<file path="config.mk">
export PLATFORM = sky130hd
export DESIGN_NAME = tx_uart
export DESIGN_NICKNAME = d
export VERILOG_FILES = /design/src/rtl/tx_uart.sv
export SDC_FILE = /design/constraint.sdc
export NUM_CORES = 1
export LEC_CHECK = 0
export CAP_MARGIN = 20
export CORE_MARGIN = 1
export CORE_UTILIZATION = 52
export DETAILED_ROUTE_END_ITERATION = 8
export PLACE_DENSITY = 0.79
export SKIP_CTS_REPAIR_TIMING = 1
export SYNTH_ARGS = -nofsm -noshare
export SYNTH_HDL_FRONTEND = slang
export SYNTH_SLANG_ARGS = --single-unit
export TNS_END_PERCENT = 10
</file>
<file path="constraint.sdc">
create_clock -name i_clock -period 1.75 [get_ports i_clock]
set_input_delay 0.35 -clock i_clock [delete_from_list [all_inputs] [get_ports i_clock]]
set_output_delay 0.35 -clock i_clock [all_outputs]
set_load 0.03 [all_outputs]
</file>
<file path="src/rtl/tx_uart.sv">
// ----------------------------------------------------------------------------
// tx_uart -- 8N1-style UART transmitter with 16x oversampling ticks.
//
// Sends a start bit (0), NB_DATA data bits LSB first, then holds the line high
// for N_TICKS_TO_STOP ticks. One tick is N_CLKS_PER_TICK clocks; every start
// and data bit lasts 16 ticks.
//
// Ports:
//   i_clock        single clock, everything on its rising edge
//   i_reset        synchronous active-high reset
//   i_tx_start     request to send i_data (ignored while busy or in reset)
//   i_data         byte to transmit, captured when the frame is accepted
//   o_tx           serial line, registered, idle high
//   o_tx_done_tick one-clock pulse in the last clock of a frame
//   o_busy         high while a frame is in progress
// ----------------------------------------------------------------------------
module tx_uart #(
  parameter int NB_DATA         = 8,
  parameter int NB_STATE        = 2,
  parameter int NB_COUNT        = 4,
  parameter int NB_DATA_COUNT   = 3,
  parameter int N_TICKS_TO_STOP = 16,
  parameter int N_CLKS_PER_TICK = 1
) (
  input  logic               i_clock,
  input  logic               i_reset,
  input  logic               i_tx_start,
  input  logic [NB_DATA-1:0] i_data,
  output logic               o_tx,
  output logic               o_tx_done_tick,
  output logic               o_busy
);

  localparam int TICKS_PER_BIT = 16;
  localparam int NB_DIV        = (N_CLKS_PER_TICK > 1) ? $clog2(N_CLKS_PER_TICK) : 1;

  localparam logic [NB_COUNT-1:0]      BIT_TICK_LAST  = NB_COUNT'(TICKS_PER_BIT - 1);
  localparam logic [NB_COUNT-1:0]      STOP_TICK_LAST = NB_COUNT'(N_TICKS_TO_STOP - 1);
  localparam logic [NB_DATA_COUNT-1:0] DATA_BIT_LAST  = NB_DATA_COUNT'(NB_DATA - 1);
  localparam logic [NB_DIV-1:0]        DIV_LAST       = NB_DIV'(N_CLKS_PER_TICK - 1);

  typedef enum logic [NB_STATE-1:0] {
    IDLE  = NB_STATE'(0),
    START = NB_STATE'(1),
    DATA  = NB_STATE'(2),
    STOP  = NB_STATE'(3)
  } state_t;

  state_t                   state_r,    state_s;
  logic [NB_COUNT-1:0]      tick_cnt_r, tick_cnt_s;
  logic [NB_DATA_COUNT-1:0] bit_cnt_r,  bit_cnt_s;
  logic [NB_DATA-1:0]       shreg_r,    shreg_s;
  logic [NB_DIV-1:0]        div_cnt_r,  div_cnt_s;
  logic                     tick_s;
  logic                     tx_r,   tx_s;
  logic                     done_r, done_s;
  logic                     busy_r, busy_s;

  // The divider sits at its last count in the clock that carries a tick.
  assign tick_s = (div_cnt_r == DIV_LAST);

  // State, datapath and output registers; reset clears everything.
  always_ff @(posedge i_clock) begin
    if (i_reset) begin
      state_r    <= IDLE;
      tick_cnt_r <= '0;
      bit_cnt_r  <= '0;
      shreg_r    <= '0;
      div_cnt_r  <= '0;
      tx_r       <= 1'b1;
      done_r     <= 1'b0;
      busy_r     <= 1'b0;
    end else begin
      state_r    <= state_s;
      tick_cnt_r <= tick_cnt_s;
      bit_cnt_r  <= bit_cnt_s;
      shreg_r    <= shreg_s;
      div_cnt_r  <= div_cnt_s;
      tx_r       <= tx_s;
      done_r     <= done_s;
      busy_r     <= busy_s;
    end
  end

  // Next state plus next counter / shift-register values.
  always_comb begin
    state_s    = state_r;
    tick_cnt_s = tick_cnt_r;
    bit_cnt_s  = bit_cnt_r;
    shreg_s    = shreg_r;
    if (state_r == IDLE) begin
      div_cnt_s = '0;
    end else if (tick_s) begin
      div_cnt_s = '0;
    end else begin
      div_cnt_s = div_cnt_r + 1'b1;
    end

    case (state_r)
      IDLE: begin
        if (i_tx_start) begin
          state_s    = START;
          tick_cnt_s = '0;
          bit_cnt_s  = '0;
          shreg_s    = i_data;
          div_cnt_s  = '0;
        end else begin
          state_s = IDLE;
        end
      end
      START: begin
        if (tick_s && (tick_cnt_r == BIT_TICK_LAST)) begin
          state_s    = DATA;
          tick_cnt_s = '0;
        end else if (tick_s) begin
          tick_cnt_s = tick_cnt_r + 1'b1;
        end else begin
          state_s = START;
        end
      end
      DATA: begin
        if (tick_s && (tick_cnt_r == BIT_TICK_LAST)) begin
          tick_cnt_s = '0;
          shreg_s    = {1'b0, shreg_r[NB_DATA-1:1]};
          if (bit_cnt_r == DATA_BIT_LAST) begin
            state_s   = STOP;
            bit_cnt_s = '0;
          end else begin
            bit_cnt_s = bit_cnt_r + 1'b1;
          end
        end else if (tick_s) begin
          tick_cnt_s = tick_cnt_r + 1'b1;
        end else begin
          state_s = DATA;
        end
      end
      STOP: begin
        if (tick_s && (tick_cnt_r == STOP_TICK_LAST)) begin
          tick_cnt_s = '0;
          // A start request held through the final stop clock is taken as
          // if IDLE had been entered and left on this same edge, so
          // back-to-back frames carry no idle gap.
          if (i_tx_start) begin
            state_s   = START;
            bit_cnt_s = '0;
            shreg_s   = i_data;
            div_cnt_s = '0;
          end else begin
            state_s = IDLE;
          end
        end else if (tick_s) begin
          tick_cnt_s = tick_cnt_r + 1'b1;
        end else begin
          state_s = STOP;
        end
      end
      default: begin
        state_s    = IDLE;
        tick_cnt_s = '0;
        bit_cnt_s  = '0;
        div_cnt_s  = '0;
      end
    endcase
  end

  // Output values for the next clock, derived from the next state so every
  // output leaves a flop. The done pulse is predicted one clock early: it is
  // high in the clock whose closing edge completes the last stop tick.
  always_comb begin
    tx_s = 1'b1;
    case (state_s)
      IDLE:    tx_s = 1'b1;
      START:   tx_s = 1'b0;
      DATA:    tx_s = shreg_s[0];
      STOP:    tx_s = 1'b1;
      default: tx_s = 1'b1;
    endcase
    busy_s = (state_s != IDLE);
    done_s = (state_s == STOP) && (tick_cnt_s == STOP_TICK_LAST) &&
             (div_cnt_s == DIV_LAST);
  end

  assign o_tx           = tx_r;
  assign o_tx_done_tick = done_r;
  assign o_busy         = busy_r;

endmodule

</file>
==> qor.txt <==
============================================================================
Status                                                          finished clean
Detailed router's first-iteration violation count                         19
Sequence of cells on the critical path                          clkdlybuf4s50_1
Crit path max-delay cell type                                   sky130_fd_sc_hd__clkdlybuf4s50_1
Die span in y                                                        45.6 um
Final Max Tran Viols                                                       0
Tightest Hold Check Type                                        flop to flop
Area growth, synth to finish                                           19.8%
Total of buffers placed on input and output ports                         13
RePlAce Congestion                                                     0.797
Combinational share of power                                           13.7%
Asr flop ratio synth                                                      0%
Clk root buf                                                    sky130_fd_sc_hd__clkbuf_4
Main flop type after synthesis                                  sky130_fd_sc_hd__dfxtp_1
Maximum single-stage delay on the critical path                      0.66 ns
Number of setup violations in the final report                             0
YS warnings                                                                0
Fin area                                                            1180 um2
Maximum clock frequency                                              609 MHz
Worst endpoint data arrival time                                     1.29 ns
Reported max-cap violation count                                           0
Count of different cell masters after synthesis                           38
Fraction of power consumed by the clock network                        31.0%
Total number of vias                                                     873
Global-route wire length before repair                               3420 um
WP buf/inv                                                                 1
Post-synth net total                                                     120
Number of inserted filler cells in the final layout                      147
Critical path class                                             flop to primary output
Total Routed Length                                                  2010 um
Mapped cell area                                                     987 um2
All-layer global routing usage                                         23.2%
Deepest clock path buffer count                                            2
Mapped Cells                                                             106
Power Dens Cells                                                  744 nW/um2
Yosys top cell by area                                          sky130_fd_sc_hd__dfxtp_1
Fraction of layout instances using a drive strength above 1            15.4%
Power Total                                                       0.000880 W
Unrepaired setup endpoints after global routing                           no
DPL Wire Length                                                      1450 um
Smallest setup slack after layout                                   0.107 ns
Transition time at the pin with the least slew margin               0.424 ns
Min Clock Period, post-route                                         1.64 ns
Sequential cell fraction of total power                                55.2%
Required time reported for the critical path endpoint                1.40 ns
Net load switching power                                          0.000216 W
Share of the clock period used by the worst path after layout          93.9%
Internal power contribution                                       0.000664 W
Setup crit end kind                                             primary output
Clock slew at reported path FFs                                      0.11 ns
Count of unresolved DRC violations after routing                           0
Final hold violation count                                                 0
Pin count of the biggest net entering global routing                      15
Average wire per cell in the routed design                           13.6 um
Detail-routed via count per cell                                        5.90
Sequential area share after synthesis                                  40.6%
Sink Count                                                                20
Depth of the CTS H-tree                                                    1
Static leakage power                                                0.437 nW
Number of global-route vias before repair                                774
X dimension of the die                                               45.6 um
Row count                                                                 15
Num ports                                                                 14
Startpoint type of the worst setup path                                 flop
Worst-Skew Late Latency                                              0.31 ns
Initial antenna violation count                                            0
Total iterations of the first detailed-routing run                         4
Placement-stage worst setup slack                                  -0.112 ns
Number of antenna diodes                                                   0
Area of the core                                                    1750 um2
Maximum net fanout on the critical path                                    1
Leading cell types in the layout, fill and taps excluded        sky130_fd_sc_hd__dfxtp_1, sky130_fd_sc_hd__nand3_1, sky130_fd_sc_hd__a21oi_1, sky130_fd_sc_hd__clkdlybuf4s50_1
Relative slew slack                                                    71.6%
Net switching share of the total power                                 24.5%
Number of flops mapped to enable cells by yosys                            0
Delay-heaviest family, CP                                       buffers and inverters
Final Skew                                                        0.00275 ns
Largest voltage drop on the vdd net                                 0.527 mV
Worst hold slack                                                    0.472 ns
Count of antenna-violating nets left after detailed routing                0
Total grt overflow                                                         0
Initial core utilization                                               56.6%
Area of the die                                                     2080 um2
Top cell type's share of synthesized area                              40.6%
Final net count                                                          138
Number of buffers created by CTS                                           3
TritonCTS clock tree                                                     yes
Top post-synthesis cells by area                                sky130_fd_sc_hd__dfxtp_1, sky130_fd_sc_hd__a32oi_1, sky130_fd_sc_hd__a21oi_1
Leading cell type in the layout, fill and taps excluded         sky130_fd_sc_hd__dfxtp_1
Post-synthesis sequential element count                                   20
Placement-stage cell area                                           1140 um2
Synthesized area per cell                                           9.31 um2
============================================================================
==> power by group through the flow <==
stage               clock network, W  logic (W)  registers, W
floorplan                          0  0.0000688      0.000499
CTS                         0.000279   0.000121      0.000486
global route                0.000293   0.000133      0.000489
global placement                   0   0.000118      0.000495
finish                      0.000273   0.000121      0.000486
detailed placement                 0   0.000120      0.000496
==> synthesized netlist by cell type, types with 2 or more instances <==
master	n
sky130_fd_sc_hd__dfxtp_1	20
sky130_fd_sc_hd__nand4_1	2
sky130_fd_sc_hd__nand3_1	13
sky130_fd_sc_hd__buf_6	2
sky130_fd_sc_hd__a21oi_1	13
sky130_fd_sc_hd__ha_1	3
sky130_fd_sc_hd__inv_1	3
sky130_fd_sc_hd__nor2_1	9
sky130_fd_sc_hd__o21ai_0	4
sky130_fd_sc_hd__a32oi_1	9
==> per-layer routing <==
layer / share of wire, % / track usage [%] / up-vias
li1: - / - / 430
met1: 46 / 29.1 / 420
met2: 49 / 36.9 / 16
met3: 2.6 / 5.56 / 7
met4: 2.0 / 11.5 / 0
met5: 0 / 0 / -
==> layout make-up <==
| cell class | instances | area (um2) | area share, % |
|---|---|---|---|
| multi-input combinational | 76 | 520 | 44.0 |
| sequential | 20 | 400 | 33.9 |
| timing repair buffer | 20 | 183 | 15.4 |
| clock buffer | 4 | 36.3 | 3.07 |
| tap | 25 | 31.3 | 2.65 |
| inverter | 3 | 11.3 | 0.952 |
==> worst paths after layout <==
check	start	endpoint	slack, ns	cells past startpoint
max	o_tx	o_tx	0.11	1
min	shreg_r[5]	shreg_r[5]	0.47	2
max reg2reg	tick_cnt_r[1]	o_tx	0.11	6
min reg2reg	shreg_r[5]	shreg_r[5]	0.47	2
==> registers in the layout, indices dropped and copies added (netlist names) <==
register and flops:
shreg_r 8, tick_cnt_r 4, bit_cnt_r 3, state_r 2
o_busy 1, o_tx 1, o_tx_done_tick 1
==> stage by stage <==
stage	util [%]	TNS (ns)	std cells
final	67.7	0	148
after global routing	67.7	0	148
after CTS	67.7	0	148
after detailed placement	65.6	-0.637	144
after global placement	65.6	-0.152	144
after floorplan	-	0	106
==> logic make-up after synthesis <==
family / share of synthesized area (%)
DFF: 40.6
muxes: 1.14
buffers and inverters: 6.84
xor gates and xnor gates: 1.77
AOI/OAI and AO/OA: 26.2
and+or+nand+nor: 19.6
adders and majority gates: 3.80
Note: power is estimated with default switching activity, not from simulation.
==> edit 1: new RTL, config.mk and constraints unchanged <==
Set the parameter `NB_DATA` to 12 (it was 8).
--- a/src/rtl/tx_uart.sv
+++ b/src/rtl/tx_uart.sv
@@ -17,3 +17,3 @@
 module tx_uart #(
-  parameter int NB_DATA         = 8,
+  parameter int NB_DATA         = 12,
   parameter int NB_STATE        = 2,
Interface: changed (resized i_data); port bits go from 14 to 18. No check against the original RTL was run, so the function may have changed too.
==> edit 1 against the unedited design <==
- setup slack lost 48 ps
- critical path depth stayed put
- wire length rose by 20%
- sequential share of layout area down 1.4 points
- power is 20% higher
- sequential cell count rose by 4
- area after synthesis grew 16%
- critical path type unchanged
- final area is 25% higher
- largest cell class unchanged
==> edit 1: results (changes against the unedited design) <==
* Top flop regs: shreg_r x12, tick_cnt_r x4, bit_cnt_r x3
* Share of post-route cells with drive strength above 1 at 17.3% (+1.9 points)
* Setup slack, reg-to-reg at 80 ps (-30 ps)
* Critical R2R Launch: tick_cnt_r[1]
* Lkg Pwr at 0.555 nW (+27%)
* Hold path cells at 2 (unchanged)
* Layout fillers at 150 (+2.0%)
* 1st-iter DRT viols at 30 (+11)
* Peak VDD IR at 0.000667 V (+27%)
* Layout Nets at 174 (+26%)
* Post-DP HPWL at 1780 um (+23%)
* Sequential area share after synthesis at 42.0% (+1.4 points)
* Vias in the first global route at 983 (+27%)
* Synth Area in Adders at 2.19% (-1.6 points)
* Max FO, Critical Path at 1 (unchanged)
* Port Buffers at 17 (+4)
* Post-Synth XOR/XNOR Area at 0.765% (-1.0 points)
* First-pass GRT wire length at 4140 um (+21%)
* Worst R2R Path Depth at 5 (-1)
* Largest net degree at the start of global routing at 14 (-1)
* Vias per std cell at 5.73 (-2.9%)
* Clk_skew at 1.75 ps (-1.00 ps)
* Arrival time worst endpoint at 1340 ps (+50 ps)
* WHS at 474 ps (+2.73 ps)
* Slowest-stage cell, CP: clkdlybuf4s50_1
* Max cap viols at 0 (unchanged)
* Syn Nets at 147 (+23%)
* N_diodes at 0 (unchanged)
* Reg2Reg Capture Point: bit_cnt_r[1]
* H-tree depth at 1 (unchanged)
* Critical path's largest stage delay at 670 ps
* Async set-or-reset flop fraction in the synthesized netlist at 0% (unchanged)
* Total CTS buffers at 3 (unchanged)
* Synth cell types at 43 (+13%)
* Commonest cells post-synth: dfxtp_1, a21oi_1, nand3_1
* Status: finished, final reports clean
* Pin slew with the least headroom to its limit at 469 ps (+44.9 ps)
* Wire length per cell at 13.2 um (-3.1%)
* WHS Endpoint: bit_cnt_r[1]
* Synth warn at 0 (unchanged)
* Compound-cell area share of the yosys netlist at 24.4% (-1.9 points)
* Post-synthesis mux area share at 1.86% (+0.72 points)
* GRT Total Usage at 22.3% (-0.93 points)
* GRT overflow at 0 (unchanged)
* Synth area leaders: dfxtp_1, a22oi_1, a21oi_1, nand3_1, nor2_1
* Hold_sp: bit_cnt_r[1]
* Final Wtd Congestion at 0.901 (+13%)
## edit 1: final cells by class
class                   count  area, sq um  area share (%)
multi-input cells          96          653            44.1
inverters                   2         7.51           0.506
clock buffers               4         36.3            2.45
repair buffers             30          270            18.2
well taps                  27         33.8            2.28
flip-flops and latches     24          482            32.5
## edit 1: power breakdown
| group | switching (W) | total (W) | internal (W) | leakage, nW |
|---|---|---|---|---|
| combinational | 0.0000831 | 0.000178 | 0.0000948 | 0.337 |
| sequential | 0.0000212 | 0.000593 | 0.000572 | 0.197 |
| clock | 0.000157 | 0.000284 | 0.000127 | 0.0210 |
## edit 1: cell families (layout without fill, tap and decap cells)
logic type,after synthesis,after routing
AO/OA/AOI/OAI,41,41
XOR/XNOR,1,1
adder cells (fa/ha/maj),2,2
buffers and inverters,10,36
flip-flops,24,24
multiplexers,2,2
AND/OR/NAND/NOR,50,50
## edit 1: worst min-delay path, cell delays in order, from the launching register on
cell and delay [ps]:
dfxtp_1 340, nand2_1 50, a21oi_1 50
## edit 1: metal layers
layer | GRT usage, % | vias to the layer above | wire, um
li1 | - | 533 | -
met1 | 29.0 | 486 | 1150
met2 | 36.3 | 27 | 1120
met3 | 6.23 | 2 | 131
met4 | 5.39 | 0 | 12
met5 | 0 | - | 0
## edit 1: through the flow
stage          total power [W]  area [sq um]  worst slack (ps)  setup TNS (ps)  std cells
2_1_floorplan         0.000697          1140              96.2               0        130
3_3_place_gp          0.000771          1410              -275           -2850        179
3_5_place_dp          0.000775          1410              -323           -3390        179
4_1_cts                0.00106          1440             -23.9           -23.9        183
5_1_grt                0.00111          1480             -33.2           -33.2        183
6_report               0.00106          1480              59.1               0        183
## edit 1: worst max path at each step
stage | from | to
global route | state_r[0] | o_tx_done_tick
CTS | tick_cnt_r[1] | bit_cnt_r[1]
detailed placement | i_tx_start | bit_cnt_r[1]
floorplan | tick_cnt_r[0] | bit_cnt_r[1]
global placement | i_tx_start | bit_cnt_r[1]
finish | o_tx_done_tick | o_tx_done_tick
==> edit 2: new RTL, same settings <==
Without the edit above. Add an input register stage for `i_tx_start` and `i_data`, cleared by the reset; this delays them by one clock.
--- a/src/rtl/tx_uart.sv
+++ b/src/rtl/tx_uart.sv
@@ -48,2 +48,15 @@
 
+  logic i_tx_start_q;
+  logic [NB_DATA-1:0] i_data_q;
+
+  always_ff @(posedge i_clock) begin
+    if (i_reset) begin
+      i_tx_start_q <= '0;
+      i_data_q     <= '0;
+    end else begin
+      i_tx_start_q <= i_tx_start;
+      i_data_q     <= i_data;
+    end
+  end
+
   state_t                   state_r,    state_s;
@@ -100,3 +113,3 @@
       IDLE: begin
-        if (i_tx_start) begin
+        if (i_tx_start_q) begin
           state_s    = START;
@@ -104,3 +117,3 @@
           bit_cnt_s  = '0;
-          shreg_s    = i_data;
+          shreg_s    = i_data_q;
           div_cnt_s  = '0;
@@ -142,6 +155,6 @@
           // back-to-back frames carry no idle gap.
-          if (i_tx_start) begin
+          if (i_tx_start_q) begin
             state_s   = START;
             bit_cnt_s = '0;
-            shreg_s   = i_data;
+            shreg_s   = i_data_q;
             div_cnt_s = '0;
Function: changed (Yosys sat finds a counterexample within 4 cycles, from zero or initial values and one cycle with i_reset high).
==> edit 2 against the unedited design <==
- via count grew 8.9%
- setup slack lost 2.8 ps
- sequential cell count grew 9
- final area grew 22%
- combinational power shrank 7%
- critical path depth is the same
- sequential power grew 44%
- sequential share of layout area grew 6.3 points
- utilization shrank 2.3 points
- worst hold slack lost 20 ps
- fmax shrank 0.17%
- power grew 56%
- wire length grew 8.8%
- area after synthesis grew 23%
- highest routed layer unchanged
==> edit 2: results (changes against the unedited design) <==
* Post-DP HPWL at 1650 um (+14%)
* Synth area leaders: dfxtp_1, nor2b_1, a21oi_1, a22oi_1, nand3_1
* Top flop regs: i_data_q x8, shreg_r x8, tick_cnt_r x4
* Layout Nets at 159 (+15%)
* Sequential area share after synthesis at 47.6% (+7.1 points)
* Clk_skew at 9.38 ps (+6.63 ps)
* Peak VDD IR at 0.000775 V (+47%)
* Layout fillers at 180 (+22%)
* Syn Nets at 140 (+17%)
* Mapped Cells at 126 (+19%)
* H-tree depth at 2 (+1)
* Vias in the first global route at 918 (+19%)
* Status: finished, final reports clean
* Seq/total area at 40.2% (+6.3 points)
* CLK BUF at 7 (+3)
* Share of post-route cells with drive strength above 1 at 13.7% (-1.7 points)
* Total CTS buffers at 5 (+2)
* Signal inverters at 2 (-1)
* Vias per std cell at 5.47 (-7.3%)
* Worst R2R Path Depth at 5 (-1)
* GRT Total Usage at 21.1% (-2.1 points)
* Placed cells at 166 (+15%)
* Lkg Pwr at 0.528 nW (+21%)
* Post-synth top flop: dfxtp_1
* Layout clock area frac at 5.88% (+2.8 points)
* 1st-iter DRT viols at 15 (-4)
* Async set-or-reset flop fraction in the synthesized netlist at 0% (unchanged)
* Commonest cells post-synth: dfxtp_1, a21oi_1, nor2b_1
* Clk sinks at 29 (+45%)
* Wire length per cell at 12.6 um (-7.5%)
* Buffering overhead at 12.6% (-2.8 points)
* DR vias at 951 (+8.9%)
* Final Wtd Congestion at 0.840 (+5.3%)
* Pin slew with the least headroom to its limit at 397 ps (-26.5 ps)
edit 2: worst paths after layout:
| path | start | endpoint |
|---|---|---|
| worst min-delay path | i_data_q[1] | shreg_r[1] |
| worst min register to register | i_data_q[1] | shreg_r[1] |
| worst max-delay path | o_busy | o_busy |
| worst max register to register | state_r[0] | shreg_r[2] |
edit 2: routing by layer:
layer | share of wire [%] | vias up | GRT usage (%) | wire (um)
met5 | 0 | - | 0 | 0
met4 | 1.2 | 0 | 8.33 | 26
met3 | 4.3 | 4 | 8.18 | 95
met2 | 49 | 23 | 34.7 | 1080
met1 | 45 | 435 | 24.4 | 988
li1 | - | 489 | - | -
edit 2: power breakdown:
group | internal (W) | switching (W) | leakage, nW | total, W
registers | 0.000684 | 0.0000176 | 0.238 | 0.000701
logic | 0.0000597 | 0.0000533 | 0.245 | 0.000113
clock network | 0.000341 | 0.000215 | 0.0455 | 0.000556
edit 2: cells by family (layout without fill, tap and decap cells):
group                    after synthesis  after routing  share of synthesized area (%)
buffers and inverters                 10             30                           6.98
AND/OR/NAND/NOR                       50             50                           23.2
flip-flops                            29             29                           47.6
XOR/XNOR                               1              1                          0.719
adder cells (fa/ha/maj)                3              3                           3.08
AO/OA/AOI/OAI                         31             31                           16.6
multiplexers                           2              2                           1.75
edit 2: per-stage QoR:
stage	power, W	util, %	cell area [sq um]	hold slack [ps]	setup slack (ps)
after floorplan	0.000786	-	1220	427	99.1
after global placement	0.000823	61.4	1360	451	190
after detailed placement	0.000829	61.4	1360	453	119
after CTS	0.00138	65.3	1440	456	79.4
after global routing	0.00144	65.4	1450	484	27.8
final	0.00137	65.4	1450	451	105
edit 2: tightest hold or removal path, stage by stage (launching register included):
cell	delay [ps]
dfxtp_1	300
nand3_1	70
a21oi_1	50
